==> src/rtl/feature_frame_packer_if.sv <==
// Stream-in / frame-out bundle for feature_frame_packer.
// The slave modport is the packer; the master modport is the producer/consumer side.
interface feature_frame_packer_if #(
  parameter int unsigned NUM_CHANNEL   = 4,
  parameter int unsigned CHANNEL_WIDTH = 2,
  parameter int unsigned CNT_WIDTH     = 16
);
  logic                                   ch_valid;
  logic                                   ch_ready;
  logic [CHANNEL_WIDTH-1:0]               ch_data;
  logic                                   ch_last;
  logic                                   fout_valid;
  logic                                   fout_ready;
  logic [NUM_CHANNEL*CHANNEL_WIDTH-1:0]   features_top;
  logic                                   frame_err;
  logic [CNT_WIDTH-1:0]                   frame_cnt;

  modport master (
    output ch_valid, ch_data, ch_last, fout_ready,
    input  ch_ready, fout_valid, features_top, frame_err, frame_cnt
  );

  modport slave (
    input  ch_valid, ch_data, ch_last, fout_ready,
    output ch_ready, fout_valid, features_top, frame_err, frame_cnt
  );
endinterface

==> src/rtl/feature_frame_packer.sv <==
// Packs a serial per-channel feature stream into flat frames using two ping-pong slots.
// Short or long frames are dropped and flagged with a one-cycle frame_err pulse.
module feature_frame_packer #(
  parameter int unsigned NUM_CHANNEL   = 4,
  parameter int unsigned CHANNEL_WIDTH = 2,
  parameter int unsigned IDX_WIDTH     = $clog2(NUM_CHANNEL),
  parameter int unsigned CNT_WIDTH     = 16
) (
  input logic                   clk,
  input logic                   rst,
  feature_frame_packer_if.slave bus
);
  localparam int unsigned FW = NUM_CHANNEL * CHANNEL_WIDTH;
  localparam logic [IDX_WIDTH-1:0] LAST_IDX = IDX_WIDTH'(NUM_CHANNEL - 1);

  typedef enum logic {FILL, DISCARD} state_t;

  state_t                r_state, w_state_nxt;
  logic [FW-1:0]         r_slot [2];
  logic [1:0]            r_full, w_full_nxt;
  logic                  r_wr_sel, w_wr_sel_nxt;
  logic                  r_rd_sel, w_rd_sel_nxt;
  logic [IDX_WIDTH-1:0]  r_idx, w_idx_nxt;
  logic                  r_frame_err, w_frame_err_nxt;
  logic [CNT_WIDTH-1:0]  r_frame_cnt, w_frame_cnt_nxt;
  logic [FW-1:0]         r_features_top, w_head_nxt;
  logic [FW-1:0]         w_slot_new;
  logic                  w_ch_ready, w_beat, w_drain, w_write_en;

  assign w_ch_ready = (r_state == DISCARD) | ~r_full[r_wr_sel];
  assign w_beat     = bus.ch_valid & w_ch_ready;
  assign w_write_en = w_beat & (r_state == FILL);
  assign w_drain    = r_full[r_rd_sel] & bus.fout_ready;

  // Arrival index k lands at field NUM_CHANNEL-1-k, so channel 0 ends up in the MSBs.
  always_comb begin
    w_slot_new = r_slot[r_wr_sel];
    for (int unsigned c = 0; c < NUM_CHANNEL; c++) begin
      if (IDX_WIDTH'(c) == r_idx)
        w_slot_new[(NUM_CHANNEL-1-c)*CHANNEL_WIDTH +: CHANNEL_WIDTH] = bus.ch_data;
    end
  end

  always_comb begin
    w_state_nxt     = r_state;
    w_full_nxt      = r_full;
    w_wr_sel_nxt    = r_wr_sel;
    w_rd_sel_nxt    = r_rd_sel;
    w_idx_nxt       = r_idx;
    w_frame_err_nxt = 1'b0;
    w_frame_cnt_nxt = r_frame_cnt;

    if (w_drain) begin
      w_full_nxt[r_rd_sel] = 1'b0;
      w_rd_sel_nxt         = ~r_rd_sel;
    end

    // Completion needs ~full[wr_sel] and drain needs full[rd_sel], so they never touch the same slot.
    case (r_state)
      FILL: begin
        if (w_beat) begin
          if (r_idx != LAST_IDX) begin
            if (bus.ch_last) begin
              w_idx_nxt       = '0;
              w_frame_err_nxt = 1'b1;
            end else begin
              w_idx_nxt = r_idx + IDX_WIDTH'(1);
            end
          end else begin
            w_idx_nxt = '0;
            if (bus.ch_last) begin
              w_full_nxt[r_wr_sel] = 1'b1;
              w_wr_sel_nxt         = ~r_wr_sel;
              w_frame_cnt_nxt      = r_frame_cnt + CNT_WIDTH'(1);
            end else begin
              w_state_nxt = DISCARD;
            end
          end
        end
      end
      DISCARD: begin
        if (w_beat && bus.ch_last) begin
          w_state_nxt     = FILL;
          w_frame_err_nxt = 1'b1;
        end
      end
      default: w_state_nxt = FILL;
    endcase
  end

  // Output register follows the head slot only while it is full, so it holds the last frame when empty.
  always_comb begin
    w_head_nxt = r_features_top;
    if (w_full_nxt[w_rd_sel_nxt])
      w_head_nxt = (w_write_en && (r_wr_sel == w_rd_sel_nxt)) ? w_slot_new : r_slot[w_rd_sel_nxt];
  end

  always_ff @(posedge clk or negedge rst) begin
    if (!rst) begin
      r_state        <= FILL;
      r_slot[0]      <= '0;
      r_slot[1]      <= '0;
      r_full         <= '0;
      r_wr_sel       <= 1'b0;
      r_rd_sel       <= 1'b0;
      r_idx          <= '0;
      r_frame_err    <= 1'b0;
      r_frame_cnt    <= '0;
      r_features_top <= '0;
    end else begin
      r_state        <= w_state_nxt;
      if (w_write_en)
        r_slot[r_wr_sel] <= w_slot_new;
      r_full         <= w_full_nxt;
      r_wr_sel       <= w_wr_sel_nxt;
      r_rd_sel       <= w_rd_sel_nxt;
      r_idx          <= w_idx_nxt;
      r_frame_err    <= w_frame_err_nxt;
      r_frame_cnt    <= w_frame_cnt_nxt;
      r_features_top <= w_head_nxt;
    end
  end

  assign bus.ch_ready     = w_ch_ready;
  assign bus.fout_valid   = r_full[r_rd_sel];
  assign bus.features_top = r_features_top;
  assign bus.frame_err    = r_frame_err;
  assign bus.frame_cnt    = r_frame_cnt;
endmodule

==> src/flat_wrapper.sv <==
// flat-port wrapper written by rule: the top's interface ports become plain ports
module feature_frame_packer_flat 
#(
  parameter int unsigned NUM_CHANNEL   = 4,
  parameter int unsigned CHANNEL_WIDTH = 2,
  parameter int unsigned IDX_WIDTH     = $clog2(NUM_CHANNEL),
  parameter int unsigned CNT_WIDTH     = 16
)
  (clk, rst, bus_ch_valid, bus_ch_data, bus_ch_last, bus_fout_ready, bus_ch_ready, bus_fout_valid, bus_features_top, bus_frame_err, bus_frame_cnt);
  feature_frame_packer_if #(.NUM_CHANNEL(NUM_CHANNEL), .CHANNEL_WIDTH(CHANNEL_WIDTH), .CNT_WIDTH(CNT_WIDTH)) bus_i ();
  input logic clk;
  input logic rst;
  input wire logic [$bits(bus_i.ch_valid)-1:0] bus_ch_valid;
  input wire logic [$bits(bus_i.ch_data)-1:0] bus_ch_data;
  input wire logic [$bits(bus_i.ch_last)-1:0] bus_ch_last;
  input wire logic [$bits(bus_i.fout_ready)-1:0] bus_fout_ready;
  output wire logic [$bits(bus_i.ch_ready)-1:0] bus_ch_ready;
  output wire logic [$bits(bus_i.fout_valid)-1:0] bus_fout_valid;
  output wire logic [$bits(bus_i.features_top)-1:0] bus_features_top;
  output wire logic [$bits(bus_i.frame_err)-1:0] bus_frame_err;
  output wire logic [$bits(bus_i.frame_cnt)-1:0] bus_frame_cnt;
  assign bus_i.ch_valid = bus_ch_valid;
  assign bus_i.ch_data = bus_ch_data;
  assign bus_i.ch_last = bus_ch_last;
  assign bus_i.fout_ready = bus_fout_ready;
  assign bus_ch_ready = bus_i.ch_ready;
  assign bus_fout_valid = bus_i.fout_valid;
  assign bus_features_top = bus_i.features_top;
  assign bus_frame_err = bus_i.frame_err;
  assign bus_frame_cnt = bus_i.frame_cnt;
  feature_frame_packer #(.NUM_CHANNEL(NUM_CHANNEL), .CHANNEL_WIDTH(CHANNEL_WIDTH), .IDX_WIDTH(IDX_WIDTH), .CNT_WIDTH(CNT_WIDTH)) u_core (.clk(clk), .rst(rst), .bus(bus_i));
endmodule
==> config.mk <==
export PLATFORM = sky130hd
export DESIGN_NAME = feature_frame_packer_flat
export DESIGN_NICKNAME = d
export VERILOG_FILES = /design/src/rtl/feature_frame_packer_if.sv /design/src/rtl/feature_frame_packer.sv /design/src/flat_wrapper.sv
export SDC_FILE = /design/constraint.sdc
export NUM_CORES = 1
export LEC_CHECK = 0
export CAP_MARGIN = 10
export CORE_MARGIN = 2
export CORE_UTILIZATION = 54
export CTS_CLUSTER_SIZE = 40
export DETAILED_ROUTE_END_ITERATION = 8
export PLACE_DENSITY = 0.87
export SYNTH_ARGS = -nofsm -noshare
export SYNTH_HDL_FRONTEND = slang
export SYNTH_SLANG_ARGS = --single-unit
==> constraint.sdc <==
create_clock -name clk -period 2.8 [get_ports clk]
set_input_delay 0.56 -clock clk [delete_from_list [all_inputs] [get_ports clk]]
set_output_delay 0.56 -clock clk [all_outputs]
set_load 0.1 [all_outputs]
# Word level (Yosys, flattened, before mapping)
# Cells that the tools add are included.
[word_totals] ff_bits=48 output_inout_bits=27 input_bits=7 elab_cells=89
[op_classes] bitwise=14 muxes=42 n_reduce_logical=8 n_addsub=2 magnitude_cmp=8 eq_ne=5
[ops] op="2-to-1 mux 8 bit" count=8
[ops] op="2-to-1 mux 2 bit" count=11
[ops] op="2-to-1 mux 1 bit" count=17
[ops] op="adder 16 x 1 -> 16 bit (second input constant)" count=1
[ops] op="bitwise mux 16 bit" count=1
[ops] op="demux 8 bit (select 1 bit)" count=1
[ops] op="less-than comparator 1 x 2 -> 1 bit (second input constant)" count=3
[ops] op="logical AND 1 bit" count=5
[ops] op="inverter 1 bit" count=5
[ops] op="equality test 2 bit (first input constant)" count=2
[ops] op="greater-or-equal comparator 2 bit (second input constant)" count=2
[ops] op="inverter 1 -> 2 bit" count=2
[ops] op="one-hot mux 1 bit (2 select lines)" count=2
[ops] op="AND reduction 4 bit" count=1
[ops] op="bitwise AND 1 bit" count=3
[ops] op="adder 2 x 1 -> 2 bit (second input constant)" count=1
[ops] op="bitwise AND 2 bit" count=1
[ops] op="demux 1 bit (select 1 bit)" count=2
[ops] op="equality test 1 x 2 -> 1 bit (first input constant)" count=1
[ops] op="greater-or-equal comparator 1 bit (second input constant)" count=2
[ops] op="logical NOT 2 bit" count=1
[ops] op="less-than comparator 2 x 1 -> 1 bit (second input constant)" count=1
[ops] op="!= test 2 bit (second input constant)" count=1
[ops] op="inverter 2 bit" count=1
[ops] op="4 further kinds" count=4

# Depth between registers and ports, before layout
[depth] ltp_word=14 depth_mapped=8 depth_no_buf=7

# Worst setup path before layout
# OpenSTA, ideal clock, no wires.
[synth_path] path_type="reg2out" start="register u_core.r_full[0]" end="output port bus_fout_valid" arrival_time_ps=2591 path_buffers=0 path_slack_ps=-351 path_stages_with_launch=3 cell_sequence="dfrtp_1 > inv_1 > o21ai_0"
[synth_between] elab_chain_cells=2
[synth_lines] item="from (decl)" line="feature_frame_packer.sv:20" rtl="logic [1:0] r_full, w_full_nxt;"
[synth_lines] item="from (signal assigned)" line="feature_frame_packer.sv:114" rtl="r_full <= w_full_nxt;"
[synth_lines] item="2-to-1 mux 1 bit (not written as such) (2 in a row)" line="feature_frame_packer.sv:125" rtl="assign bus.fout_valid = r_full[r_rd_sel];"
[synth_lines] item="to (decl)" line="flat_wrapper.sv:18" rtl="output wire logic [$bits(bus_i.fout_valid)-1:0] bus_fout_valid;"
# No other way between the ends. The select of a mux whose other input is x is not followed.

# Final worst setup path
[layout_path] start="register u_core.r_wr_sel" end="register u_core.r_features_top[6] (netlist: u_core.bus.features_top[6])"
[layout_between] elab_chain_cells=11 elab_cells_between_ends=26 cone_classes="order compare (2); eq/ne (1); mux (15); bitwise (6); reduce/logical (2)"
[layout_lines] item="from (decl)" line="feature_frame_packer.sv:21" rtl="logic r_wr_sel, w_wr_sel_nxt;"
[layout_lines] item="from (signal assigned)" line="feature_frame_packer.sv:115" rtl="r_wr_sel <= w_wr_sel_nxt;"
[layout_lines] item="less-than comparator 1 x 2 -> 1 bit (not written as such) or greater-or-equal comparator 1 bit (tied branches)" line="feature_frame_packer.sv:72" rtl="w_full_nxt[r_wr_sel] = 1'b1;"
[layout_lines] item="logical AND 1 bit (not written as such)" line="feature_frame_packer.sv:72"
[layout_lines] item="2-to-1 mux 1 bit (not written as such)" line="feature_frame_packer.sv:72"
[layout_lines] item="demux 1 bit (select 1 bit)"
[layout_lines] item="OR 2 bit (no line)"
[layout_lines] item="2-to-1 mux 2 bit" line="feature_frame_packer.sv:71" rtl="if (bus.ch_last) begin"
[layout_lines] item="2-to-1 mux 2 bit" line="feature_frame_packer.sv:62" rtl="if (r_idx != LAST_IDX) begin"
[layout_lines] item="2-to-1 mux 2 bit" line="feature_frame_packer.sv:61" rtl="if (w_beat) begin"
[layout_lines] item="2-to-1 mux 2 bit" line="feature_frame_packer.sv:59" rtl="case (r_state)"
[layout_lines] item="2-to-1 mux 1 bit (not written as such) (2 in a row)" line="feature_frame_packer.sv:94" rtl="if (w_full_nxt[w_rd_sel_nxt])"
[layout_lines] item="to (signal assigned)" line="feature_frame_packer.sv:120" rtl="r_features_top <= w_head_nxt;"
[layout_lines] item="to (decl)" line="feature_frame_packer.sv:26" rtl="logic [FW-1:0] r_features_top, w_head_nxt;"
# Parallel ways exist; a longest one is shown, timed or not. The select of a mux whose other input is x is not followed.
# A chain may end at the register's enable or synchronous reset.

==> reports/results.ini <==
[clocking]
cts_made_buffers=5
cts_buffer_depth=2
cts.clk_slew.worst_paths_ps=90
tritoncts=done
postCtsSetupRepairBufs=0
clk_latency_ps=310
cts_sinks=48
root_buffer=clkbuf_8
hold_buffers=0
post_cts_resized=0
h-tree-depth=2

[worst_setup_path]
cp_data_required_time_ps=3030
r2r_slack_ps=470
slowest_delay_ps=550
cp-end-kind=flop
critical_path.startpoint_type=flop
crit_arrival_ps=2560
crit_slowest_cell=dfrtp_1
worst-setup-path-type=reg -> reg
crit_path_cell_trace=mux2_4, or3_1, o221ai_4, buf_4, mux2i_1
cp_max_fo=11
rr_worst_depth=5

[floorplan]
die_x_microns=71.8
initial_core_util=0.566
core_area_sq_um=4380
die_h_microns=71.8
die_area_sq_um=5150
pin_count=34
rows=24

[cells_and_area]
design_area_sq_um=2900
drive_gt1_frac=0.209
n_antenna_cell=0
layout.nets=289
syn_to_final_growth_pct=16.9
final_cell_mix=48 x dfrtp_1, 34 x buf_4, 30 x o21ai_0
layout_commonest_cell=dfrtp_1

[synth]
ys_ff_latch=48
synth_cell_type_count=35
seq_area_frac_synth=0.484
synthTopCellsByArea=dfrtp_1 48%, mux2i_1 6.5%, o21ai_0 6.3%
synth.top_cell.area_share=0.484
synth_top_area_cell=dfrtp_1
synth_edf_count=0
yosysWarnings=0
synth_area_sq_um=2480
syn_avg_cell_area_sq_um=10.3
synth.net_count=252
synth_top_flop_cell=dfrtp_1
netlist_instances=240
async_flop_share=1.00

[placed_design]
portBuffers=33
place_congestion=0.839
dp_hpwl_microns=3820
place_area_sq_um=2810

[global_route]
track_usage=0.222
antenna_found_initial=0
grt_pass1_vias=1879
grt_pass1_wl_microns=8840
grt-ovfl-total=0
grt_max_degree=33

[timing]
fmax_ghz=0.429
rsz0062_at_grt=no
setup_viol=0
finalMaxSlewViolations=0
slew_headroom=0.691
hold_viol=0
layout_min_cycle_time_ps=2330
setup-tns-final_ps=0
worst_pin_slew_ps=463
finClkSkew_ps=12.1
period_share=0.833

[power]
leakagePower_uw=0.00135
p_total_uw=3150
power_density_nw_per_um2=1090
irDropWorstVdd_v=0.000722

[drt]
dr.first_iter.drc_count=89
num_vias=1931
antenna_left=0
top_layer=met4
met1_length_microns=2310
wl_met3_microns=295
post_drt_wl_per_cell_microns=16.0
drt-vias-per-instance=5.85
drc=0
dr.pass1.iters=4
wirelength_microns=5270
met2_length_microns=2550

[status]
status=complete, no violations

[job]
drv_cap=0

[hold_path]
hp-class=in -> async

[worst paths after layout]
check | to | startpoint
setup / recovery | u_core.bus.features_top[6] | u_core.r_wr_sel
hold / removal | u_core.bus.frame_cnt[10] | rst
setup reg to reg | u_core.bus.features_top[6] | u_core.r_wr_sel
hold reg to reg | u_core.bus.frame_cnt[15] | u_core.bus.frame_cnt[15]
max in group asynchronous | u_core.r_slot[7] | rst
min in group clk | u_core.bus.frame_cnt[15] | u_core.bus.frame_cnt[15]
[area by class of cell]
class	count	area, sq um
fillers	346	1480
repair buffers	41	330
well taps	52	65.1
inverters	11	41.3
flip-flops and latches	48	1200
clock buffers	5	68.8
clock inverters	3	18.8
multi-input cells	170	1180
[worst max-delay path: cells and delay by family, from the launching register on]
kind,cells,cell delay [ps]
and+or+nand+nor,1,530
muxes,2,590
AOI/OAI and AO/OA,1,360
buffers and inverters,1,210
DFF,1,550
[logic make-up (layout without fill, tap and decap cells)]
| group | Yosys count | in the layout | share of synthesized area |
|---|---|---|---|
| xor gates and xnor gates | 16 | 16 | 0.0565 |
| DFF | 48 | 48 | 0.484 |
| adders and majority gates | 5 | 5 | 0.0252 |
| AOI/OAI and AO/OA | 51 | 51 | 0.133 |
| and+or+nand+nor | 71 | 71 | 0.142 |
| muxes | 27 | 27 | 0.117 |
| buffers and inverters | 22 | 60 | 0.0419 |
[per-layer routing]
metal	vias up	GRT usage
met4	0	0.0964
met1	925	0.296
met5	-	0
met2	74	0.350
li1	920	-
met3	12	0.0478
[power breakdown]
group	leakage [uW]	switching (uW)	internal, uW
sequential	0.000633	177	892
clock	0.0000479	238	174
combinational	0.000666	1130	539
[flip-flops by register name (all words and copies together) (netlist names)]
signal                   flops
u_core.r_full                2
u_core.r_idx                 2
u_core.r_wr_sel              1
u_core.r_slot               16
u_core.bus.features_top      8
u_core.r_state               1
u_core.r_rd_sel              1
u_core.bus.frame_cnt        16
u_core.bus.frame_err         1
[synth_stat cells (2+ instances only)]
cell	number
clkbuf_1	4
and3_1	5
nand3_1	14
mux2_2	9
inv_1	10
nand4_1	2
xor2_1	3
or3_1	7
a21oi_1	3
nor2_1	8
dfrtp_1	48
buf_2	5
buf_6	2
nor2b_1	4
mux2i_1	16
xnor2_1	13
ha_1	5
mux2_4	2
nand2_1	26
nand2b_1	2
o221ai_1	8
o21ai_0	31
[stage by stage]
step	hold slack, ps	cells	worst slack (ps)	util
2_1_floorplan	264	240	407	-
3_3_place_gp	464	322	268	0.642
3_5_place_dp	480	322	174	0.642
4_1_cts	155	330	452	0.662
5_1_grt	175	330	339	0.662
6_report	145	330	467	0.662
Power figures use the tool's default switching activity.
